===== src/rtl/i2c_slave_mem_if.sv =====
// I2C slave pins plus the byte-wide memory port of i2c_slave_mem.
// slave = the responder side, master = bus master / memory side.
interface i2c_slave_mem_if #(
    parameter int MEM_AW = 6
);
    logic              scl_i;
    logic              sda_i;
    logic              sda_oe;
    logic              mem_ce;
    logic              mem_rden;
    logic              mem_wren;
    logic [MEM_AW-1:0] mem_addr;
    logic [7:0]        mem_wdata;
    logic [7:0]        mem_rdata;

    modport slave (
        input  scl_i, sda_i, mem_rdata,
        output sda_oe, mem_ce, mem_rden, mem_wren, mem_addr, mem_wdata
    );

    modport master (
        output scl_i, sda_i, mem_rdata,
        input  sda_oe, mem_ce, mem_rden, mem_wren, mem_addr, mem_wdata
    );
endinterface


===== src/rtl/i2c_slave_mem.sv =====
// I2C memory slave on an 8x oversampling clock; open-drain SDA via sda_oe.
// Define I2C_SLAVE_ADDR_AUTOINC_EN to step mem_addr after every data byte.
module i2c_slave_mem #(
    parameter logic [6:0] DEV_ADDR = 7'h01,
    parameter int         MEM_AW   = 6
) (
    input  logic                  clk8x,
    input  logic                  reset,
    i2c_slave_mem_if.slave        bus,
    output logic                  busy,
    output logic [3:0]            state
);
    typedef enum logic [3:0] {
        S_IDLE, S_DEV_ADDR, S_DEV_ACK, S_MEM_ADDR, S_MEM_ACK, S_WR_DATA,
        S_WR_ACK, S_RD_LOAD, S_RD_DATA, S_RD_ACK, S_WAIT_STOP
    } state_t;

    state_t            cur, nxt;
    logic [1:0]        scl_sync, sda_sync;
    logic              scl_hist, sda_hist;
    logic [3:0]        bit_cnt, cnt_n;
    logic [7:0]        shreg, sh_n;
    logic              rw, rw_n;
    logic [MEM_AW-1:0] addr, addr_n, addr_step;
    logic [7:0]        wdata, wdata_n;
    logic              oe, oe_n;
    logic              busy_r, busy_n;
    logic              rden, rden_n, wren, wren_n;

    // Idle bus is high, so the synchronizers reset to 1.
    always_ff @(posedge clk8x) begin
        if (reset) begin
            scl_sync <= 2'b11;
            sda_sync <= 2'b11;
            scl_hist <= 1'b1;
            sda_hist <= 1'b1;
        end else begin
            scl_sync <= {scl_sync[0], bus.scl_i};
            sda_sync <= {sda_sync[0], bus.sda_i};
            scl_hist <= scl_sync[1];
            sda_hist <= sda_sync[1];
        end
    end

    logic scl, sda, scl_rise, scl_fall, sda_fall, sda_rise;
    logic start_c, stop_c, last_bit;
    logic [7:0] byte_in;

    assign scl      = scl_sync[1];
    assign sda      = sda_sync[1];
    assign scl_rise = scl & ~scl_hist;
    assign scl_fall = ~scl & scl_hist;
    assign sda_fall = ~sda & sda_hist;
    assign sda_rise = sda & ~sda_hist;
    assign start_c  = sda_fall & scl;
    assign stop_c   = sda_rise & scl;
    assign byte_in  = {shreg[6:0], sda};
    assign last_bit = (bit_cnt == 4'd7);

`ifdef I2C_SLAVE_ADDR_AUTOINC_EN
    assign addr_step = addr + MEM_AW'(1);
`else
    assign addr_step = addr;
`endif

    always_ff @(posedge clk8x) begin
        if (reset) begin
            cur     <= S_IDLE;
            bit_cnt <= '0;
            shreg   <= '0;
            rw      <= 1'b0;
            addr    <= '0;
            wdata   <= '0;
            oe      <= 1'b0;
            busy_r  <= 1'b0;
            rden    <= 1'b0;
            wren    <= 1'b0;
        end else begin
            cur     <= nxt;
            bit_cnt <= cnt_n;
            shreg   <= sh_n;
            rw      <= rw_n;
            addr    <= addr_n;
            wdata   <= wdata_n;
            oe      <= oe_n;
            busy_r  <= busy_n;
            rden    <= rden_n;
            wren    <= wren_n;
        end
    end

    // Ack states: first scl_fall pulls SDA, the closing one releases it.
    always_comb begin
        nxt     = cur;
        cnt_n   = bit_cnt;
        sh_n    = shreg;
        rw_n    = rw;
        addr_n  = addr;
        wdata_n = wdata;
        oe_n    = oe;
        busy_n  = busy_r;
        rden_n  = 1'b0;
        wren_n  = 1'b0;
        if (stop_c) begin
            nxt    = S_IDLE;
            oe_n   = 1'b0;
            busy_n = 1'b0;
        end else if (start_c) begin
            nxt   = S_DEV_ADDR;
            cnt_n = '0;
            oe_n  = 1'b0;
        end else begin
            unique case (cur)
                S_IDLE: ;
                S_DEV_ADDR: if (scl_rise) begin
                    sh_n  = byte_in;
                    cnt_n = bit_cnt + 4'd1;
                    if (last_bit) begin
                        if (byte_in[7:1] == DEV_ADDR) begin
                            nxt    = S_DEV_ACK;
                            rw_n   = byte_in[0];
                            busy_n = 1'b1;
                        end else begin
                            nxt = S_WAIT_STOP;
                        end
                    end
                end
                S_DEV_ACK: if (scl_fall) begin
                    oe_n = ~oe;
                    if (oe) begin
                        nxt   = S_MEM_ADDR;
                        cnt_n = '0;
                    end
                end
                S_MEM_ADDR: if (scl_rise) begin
                    sh_n  = byte_in;
                    cnt_n = bit_cnt + 4'd1;
                    if (last_bit) begin
                        addr_n = byte_in[MEM_AW-1:0];
                        nxt    = S_MEM_ACK;
                    end
                end
                S_MEM_ACK: if (scl_fall) begin
                    oe_n = ~oe;
                    if (oe) begin
                        cnt_n = '0;
                        if (rw) begin
                            nxt    = S_RD_LOAD;
                            rden_n = 1'b1;
                        end else begin
                            nxt = S_WR_DATA;
                        end
                    end
                end
                S_WR_DATA: if (scl_rise) begin
                    sh_n  = byte_in;
                    cnt_n = bit_cnt + 4'd1;
                    if (last_bit) begin
                        wdata_n = byte_in;
                        wren_n  = 1'b1;
                        nxt     = S_WR_ACK;
                    end
                end
                S_WR_ACK: if (scl_fall) begin
                    oe_n = ~oe;
                    if (oe) begin
                        addr_n = addr_step;
                        cnt_n  = '0;
                        nxt    = S_WR_DATA;
                    end
                end
                // rden is high on entry; rdata is valid once it has dropped.
                S_RD_LOAD: if (!rden) begin
                    sh_n  = {bus.mem_rdata[6:0], 1'b0};
                    oe_n  = ~bus.mem_rdata[7];
                    cnt_n = 4'd1;
                    nxt   = S_RD_DATA;
                end
                S_RD_DATA: if (scl_fall) begin
                    if (bit_cnt == 4'd8) begin
                        oe_n = 1'b0;
                        nxt  = S_RD_ACK;
                    end else begin
                        oe_n  = ~shreg[7];
                        sh_n  = {shreg[6:0], 1'b0};
                        cnt_n = bit_cnt + 4'd1;
                    end
                end
                S_RD_ACK: if (scl_rise && sda) begin
                    nxt = S_WAIT_STOP;
                end else if (scl_fall) begin
                    addr_n = addr_step;
                    rden_n = 1'b1;
                    nxt    = S_RD_LOAD;
                end
                S_WAIT_STOP: oe_n = 1'b0;
                default: nxt = S_IDLE;
            endcase
        end
    end

    assign bus.sda_oe    = oe;
    assign bus.mem_ce    = rden | wren;
    assign bus.mem_rden  = rden;
    assign bus.mem_wren  = wren;
    assign bus.mem_addr  = addr;
    assign bus.mem_wdata = wdata;
    assign busy          = busy_r;
    assign state         = cur;
endmodule


===== src/flat_wrapper.sv =====
// flat-port wrapper written by rule: the top's interface ports become plain ports
module i2c_slave_mem_flat 
#(
    parameter logic [6:0] DEV_ADDR = 7'h01,
    parameter int         MEM_AW   = 6
)
  (clk8x, reset, busy, state, bus_scl_i, bus_sda_i, bus_mem_rdata, bus_sda_oe, bus_mem_ce, bus_mem_rden, bus_mem_wren, bus_mem_addr, bus_mem_wdata);
  i2c_slave_mem_if #(.MEM_AW(MEM_AW)) bus_i ();
  input  logic clk8x;
  input  logic reset;
  output logic busy;
  output logic [3:0] state;
  input wire logic [$bits(bus_i.scl_i)-1:0] bus_scl_i;
  input wire logic [$bits(bus_i.sda_i)-1:0] bus_sda_i;
  input wire logic [$bits(bus_i.mem_rdata)-1:0] bus_mem_rdata;
  output wire logic [$bits(bus_i.sda_oe)-1:0] bus_sda_oe;
  output wire logic [$bits(bus_i.mem_ce)-1:0] bus_mem_ce;
  output wire logic [$bits(bus_i.mem_rden)-1:0] bus_mem_rden;
  output wire logic [$bits(bus_i.mem_wren)-1:0] bus_mem_wren;
  output wire logic [$bits(bus_i.mem_addr)-1:0] bus_mem_addr;
  output wire logic [$bits(bus_i.mem_wdata)-1:0] bus_mem_wdata;
  assign bus_i.scl_i = bus_scl_i;
  assign bus_i.sda_i = bus_sda_i;
  assign bus_i.mem_rdata = bus_mem_rdata;
  assign bus_sda_oe = bus_i.sda_oe;
  assign bus_mem_ce = bus_i.mem_ce;
  assign bus_mem_rden = bus_i.mem_rden;
  assign bus_mem_wren = bus_i.mem_wren;
  assign bus_mem_addr = bus_i.mem_addr;
  assign bus_mem_wdata = bus_i.mem_wdata;
  i2c_slave_mem #(.DEV_ADDR(DEV_ADDR), .MEM_AW(MEM_AW)) u_core (.clk8x(clk8x), .reset(reset), .bus(bus_i), .busy(busy), .state(state));
endmodule

===== config.mk =====
export PLATFORM = sky130hd
export DESIGN_NAME = i2c_slave_mem_flat
export DESIGN_NICKNAME = d
export VERILOG_FILES = /design/src/rtl/i2c_slave_mem_if.sv /design/src/rtl/i2c_slave_mem.sv /design/src/flat_wrapper.sv
export SDC_FILE = /design/constraint.sdc
export NUM_CORES = 1
export LEC_CHECK = 0
export ABC_AREA = 1
export CORE_MARGIN = 4
export CORE_UTILIZATION = 35
export DETAILED_ROUTE_END_ITERATION = 16
export GPL_TIMING_DRIVEN = 0
export PLACE_DENSITY_LB_ADDON = 0.1
export SYNTH_ARGS = -nofsm -noshare
export SYNTH_HDL_FRONTEND = slang
export SYNTH_SLANG_ARGS = --single-unit

===== constraint.sdc =====
create_clock -name clk8x -period 2.1 [get_ports clk8x]
set_input_delay 0.63 -clock clk8x [delete_from_list [all_inputs] [get_ports clk8x]]
set_output_delay 0.63 -clock clk8x [all_outputs]
set_load 0.03 [all_outputs]

### Word level (Yosys, flattened, before mapping)

Cells that the tools add are included.

| operators by class | value |
|---|---|
| add/subtract/negate cells | 1 |
| equal/unequal tests | 53 |
| mux-type cells | 46 |
| bitwise gates (word level) | 19 |
| reductions and logical operators | 20 |

Operators by type and width:

| kind | count |
|---|---|
| $mux W4 | 25 |
| $ne A3 B1 Y1 const B | 18 |
| $pmux W4 S10 | 1 |
| $ne A2 B1 Y1 const B | 17 |
| $reduce_and A17 Y1 | 2 |
| $mux W8 | 4 |
| $pmux W8 S3 | 1 |
| $eq A4 B3 Y1 const B | 5 |
| $eq A4 B4 Y1 const B | 4 |
| $pmux W4 S4 | 1 |
| $reduce_and A5 Y1 | 3 |
| $not A1 Y1 | 12 |
| $mux W1 | 11 |
| $reduce_or A3 Y1 | 3 |
| $eq A4 B2 Y1 const B | 2 |
| $reduce_and A8 Y1 | 1 |
| $eq A7 B1 Y1 const B | 1 |
| $reduce_and A7 Y1 | 1 |
| $and A1 B1 Y1 | 6 |
| $reduce_and A6 Y1 | 1 |
| $reduce_bool A5 Y1 | 1 |
| $reduce_or A5 Y1 | 1 |
| $add A4 B1 Y4 const B | 1 |
| $eq A4 B1 Y1 const B | 1 |
| 14 further kinds | 16 |

| storage, ports and cells | value |
|---|---|
| register bits after elaboration | 41 |
| bits of input ports | 12 |
| word-level logic and storage cells | 154 |

### Depth between registers and ports, before layout

| logic depth | value |
|---|---|
| word-level depth | 6 |
| gate-level depth with buffers | 13 |
| depth with buffers taken out | 13 |

### Least setup slack after synthesis

No wires, ideal clock.

| path | value |
|---|---|
| path kind | reg-to-reg |
| from | register u_core.cur[3] (netlist: u_core.state[3]) |
| to | register u_core.shreg[6] |
| arrival | 1.558 ns |
| data required time | 1.983 ns |
| setup slack | 0.425 ns |
| stages on the path, launching flop included | 9 |
| buffers on the path | 1 |
| cell sequence | dfxtp_1 nand2_1 nor2_4 nor2_2 nor3_2 nand2_2 buf_6 o21ai_2 a21oi_2 |

| on the way | value |
|---|---|
| word-level cells in the longest chain between the ends | 4 |

Ends and longest elaborated chain:

| element | RTL line | source |
|---|---|---|
| from (decl) | i2c_slave_mem.sv:18 | `state_t cur, nxt;` |
| from (signal assigned) | i2c_slave_mem.sv:79 | `cur <= nxt;` |
| $eq A4 B1 Y1 (tied with other cells) | i2c_slave_mem.sv:113 | `unique case (cur)` |
| $reduce_or A3 Y1 (no source line) | n/a |  |
| $ne A2 B1 Y1 (no source line) or $reduce_bool A3 Y1 (tied branches) | n/a |  |
| $reduce_and A7 Y1 (no source line) | n/a |  |
| to (signal assigned) | i2c_slave_mem.sv:81 | `shreg <= sh_n;` |
| to (decl) | i2c_slave_mem.sv:22 | `logic [7:0] shreg, sh_n;` |

Several ways; a longest one is shown, not always the timed one.
A chain may end at the register's enable or synchronous reset.

### Worst setup path in the final report

| path | value |
|---|---|
| from | register u_core.rden (netlist: u_core.bus.mem_rden) |
| to | output bus_mem_rden |

RTL lines:

| element | RTL line | source |
|---|---|---|
| from (decl) | i2c_slave_mem.sv:28 | `logic rden, rden_n, wren, wren_n;` |
| from (signal assigned) | i2c_slave_mem.sv:87 | `rden <= rden_n;` |
| to (decl) | flat_wrapper.sv:18 | `output wire logic [$bits(bus_i.mem_rden)-1:0] bus_mem_rden;` |

No word-level cell between the ends.

==> flow_metrics.env <==
export IMPL_die_boundary_height_um=86.5
export IMPL_hpwlAfterDp_um=4350
export IMPL_area_growth_syn_to_layout_pct=24.3
export IMPL_die_width_um=86.5
export IMPL_netlist_cell_type_count=31
export IMPL_finalWeightedCongestion=0.931
export IMPL_ir_worst_vdd_mv=0.448
export IMPL_finalHoldViolations=0
export IMPL_timing_fmax_mhz=492
export IMPL_p_leak_nw=1.19
export IMPL_netlist_top_cells_area="sky130_fd_sc_hd__dfxtp_1 (38%), sky130_fd_sc_hd__nand2_1 (9.4%), sky130_fd_sc_hd__o21ai_0 (7.4%)"
export IMPL_final_cell_mix="sky130_fd_sc_hd__nand2_1 (54), sky130_fd_sc_hd__dfxtp_1 (41), sky130_fd_sc_hd__nor2_1 (39), sky130_fd_sc_hd__o21ai_0 (32), sky130_fd_sc_hd__inv_1 (31)"
export IMPL_number_of_i_o_port_buffers=34
export IMPL_setup_violations_final=0
export IMPL_worst_ep_required_time_ns=1.47
export IMPL_grt_util_all_layers_pct=16.4
export IMPL_drtIter0Drc=182
export IMPL_synthesis_area_per_instance_sq_um=7.01
export IMPL_worstMarginPinSlew_ns=0.468
export IMPL_layout_cells_most_common="sky130_fd_sc_hd__nand2_1"
export IMPL_placeableCoreArea_sq_um=5960
export IMPL_rsz0062_at_grt="no"
export IMPL_number_of_fillers_in_the_final_layout=641
export IMPL_max_cap_violations=0
export IMPL_antenna_diode_count=0
export IMPL_clkSlewWorstSetupHoldPaths_ns=0.08
export IMPL_synthesis_nets=322
export IMPL_yosys_register_bits=41
export IMPL_clockRootBuffer="sky130_fd_sc_hd__clkbuf_8"
export IMPL_reg2reg_slack_ns=0.24
export IMPL_ios=35
export IMPL_critical_path_startpoint_type="flip-flop"
export IMPL_layout_worst_path_cycle_share_pct=96.7
export IMPL_cellPowerDensity_nw_per_um2=1110
export IMPL_layout_cell_share_with_drive_strength_beyond_1_pct=14.3
export IMPL_postSynth_topFlopCell="sky130_fd_sc_hd__dfxtp_1"
export IMPL_placementRows=28
export IMPL_drt_vias_per_instance=4.87
export IMPL_floorplan_initialDensity_pct=36.2
export IMPL_timing_critical_path_max_delay_family="buffers and inverters"
export IMPL_cts_max_level=2
export IMPL_postRouteAntennaNets=0
export IMPL_clk_path_buf_depth=2
export IMPL_worst_hold_path_type="flip-flop to flip-flop"
export IMPL_routed_wl_um=5650
export IMPL_crit_path_max_fanout=4
export IMPL_final_max_slew_violation_count=0
export IMPL_clkLatencyLatePin_ns=0.30
export IMPL_timing_critical_path_cells="clkdlybuf4s50_1"
export IMPL_cts_buffers=5
export IMPL_drt_first_pass_iters=4
export IMPL_grt_max_degree=15
export IMPL_setup_worst_path_class="flip-flop to output pin"
export IMPL_critPathCaptureType="output pin"
export IMPL_slew_headroom_pct=68.8
export IMPL_outcome="finished, final reports clean"
export IMPL_fin_util_pct=45.0
export IMPL_wire_length_of_the_first_global_routing_pass_um=9780
export IMPL_first_global_vias=2087
export IMPL_synth_enable_flop_cells=0
export IMPL_netlist_area_sq_um=2160
export IMPL_largest_stage_delay_on_the_critical_path_ns=0.70
export IMPL_route_detailed_drc=0
export IMPL_synth_warning_count=0
export IMPL_final_net_count=363
export IMPL_timing_critical_path_slowest_stage_cell="sky130_fd_sc_hd__clkdlybuf4s50_1"
export IMPL_clock_sinks=41
export IMPL_critical_path_buffer_and_inverter_count=1
export IMPL_tritoncts_clock_tree="built"
export IMPL_design_die_area_sq_um=7490
export IMPL_post_cts_buffers=0
export IMPL_timing_final_crit_period_ns=2.03
export IMPL_setup_tns_final_ns=0
export IMPL_grt_overflow_total=0
export IMPL_ys_seq_area_share_pct=38.0
export IMPL_detailroute_via_count=2071
export IMPL_drt_wirelength_per_cell_um=13.3
export IMPL_number_of_antenna_violations_at_the_first_check_in_global_routing=0
export IMPL_data_arrival_time_of_the_critical_path_ns=1.40
export IMPL_syn_inst=308
export IMPL_synth_async_sr_flop_share_pct=0
export IMPL_yosysTopAreaCellShare_pct=38.0
export IMPL_timing_clock_skew_ns=0.00892
export IMPL_synth_top_area_cell="sky130_fd_sc_hd__dfxtp_1"
-- synthesized netlist by cell type (all sizes together) (2+ instances only) --
master	instances
nand2	61
nor2	48
dfxtp	41
inv	37
o21ai	35
a21oi	31
nand3	23
buf	6
nor3	5
or2	5
nand4	3
o211ai	3
a211oi	2
clkbuf	2
ha	2
-- where the power goes --
group	switching [W]	internal (W)	total, W
clock network	0.000311	0.000236	0.000547
logic	0.000927	0.000493	0.00142
registers	0.000110	0.000911	0.00102
-- registers in the layout (all words and copies together) (netlist names) --
signal                count
u_core.bus.mem_addr       6
u_core.bus.sda_oe         1
u_core.scl_hist           1
u_core.bus.mem_rden       1
u_core.bit_cnt            4
u_core.rw                 1
u_core.busy               1
u_core.sda_sync           2
u_core.shreg              8
u_core.state              4
u_core.sda_hist           1
u_core.bus.mem_wdata      8
u_core.bus.mem_wren       1
u_core.scl_sync           2
-- layer usage --
metal | part of all wire (%) | vias to the layer above | track usage [%]
met2 | 43 | 41 | 25.0
met1 | 51 | 939 | 23.5
met5 | 0 | - | 0
met4 | 0.67 | 0 | 5.10
met3 | 4.6 | 4 | 2.95
li1 | - | 1087 | -
-- timing repair --
item / in CTS / in global routing
hold endpoints to repair: 0 / 0
hold buffers: 0 / 0
endpoints found under the setup margin: 4 / 2
gates resized for setup: 4 / 2
-- cell type report --
type                       instances  area (sq um)  share of cell area [%]
clock inverter                     3          21.3                   0.793
inverter                          37           139                    5.18
clock buffer                       5          68.8                    2.57
tap                               75          93.8                    3.50
buffer                             8          58.8                    2.19
timing repair buffer              34           340                    12.7
multi-input combinational        222          1140                    42.5
sequential                        41           821                    30.6
-- stage by stage --
stage / total power, W / setup WS (ns) / instance area [sq um] / hold WS (ns) / instances
4_1_cts: 0.00301 / 0.0205 / 2680 / 0.422 / 425
6_report: 0.00299 / 0.0687 / 2680 / 0.418 / 425
5_1_grt: 0.00327 / 0.0139 / 2680 / 0.441 / 425
3_5_place_dp: 0.00247 / -0.0879 / 2590 / 0.401 / 417
2_1_floorplan: 0.00212 / 0.425 / 2160 / 0.389 / 308
3_3_place_gp: 0.00246 / -0.125 / 2590 / 0.391 / 417
-- logic make-up after synthesis --
group                    synth area share, %
AND/OR/NAND/NOR                         32.6
AO/OA/AOI/OAI                           18.7
buffers and inverters                   9.16
flip-flops                              38.0
adder cells (fa/ha/maj)                 1.16
XOR/XNOR                               0.406
-- final timing paths --
kind / endpoint / from / depth (start not counted)
max reg2reg: u_core.state[1] / u_core.bit_cnt[0] / 6
min reg2reg: u_core.sda_sync[1] / u_core.sda_sync[0] / 1
min: u_core.sda_sync[1] / u_core.sda_sync[0] / 1
max: bus_mem_rden / u_core.bus.mem_rden / 1
No activity file was read; power rests on OpenSTA's default activity.
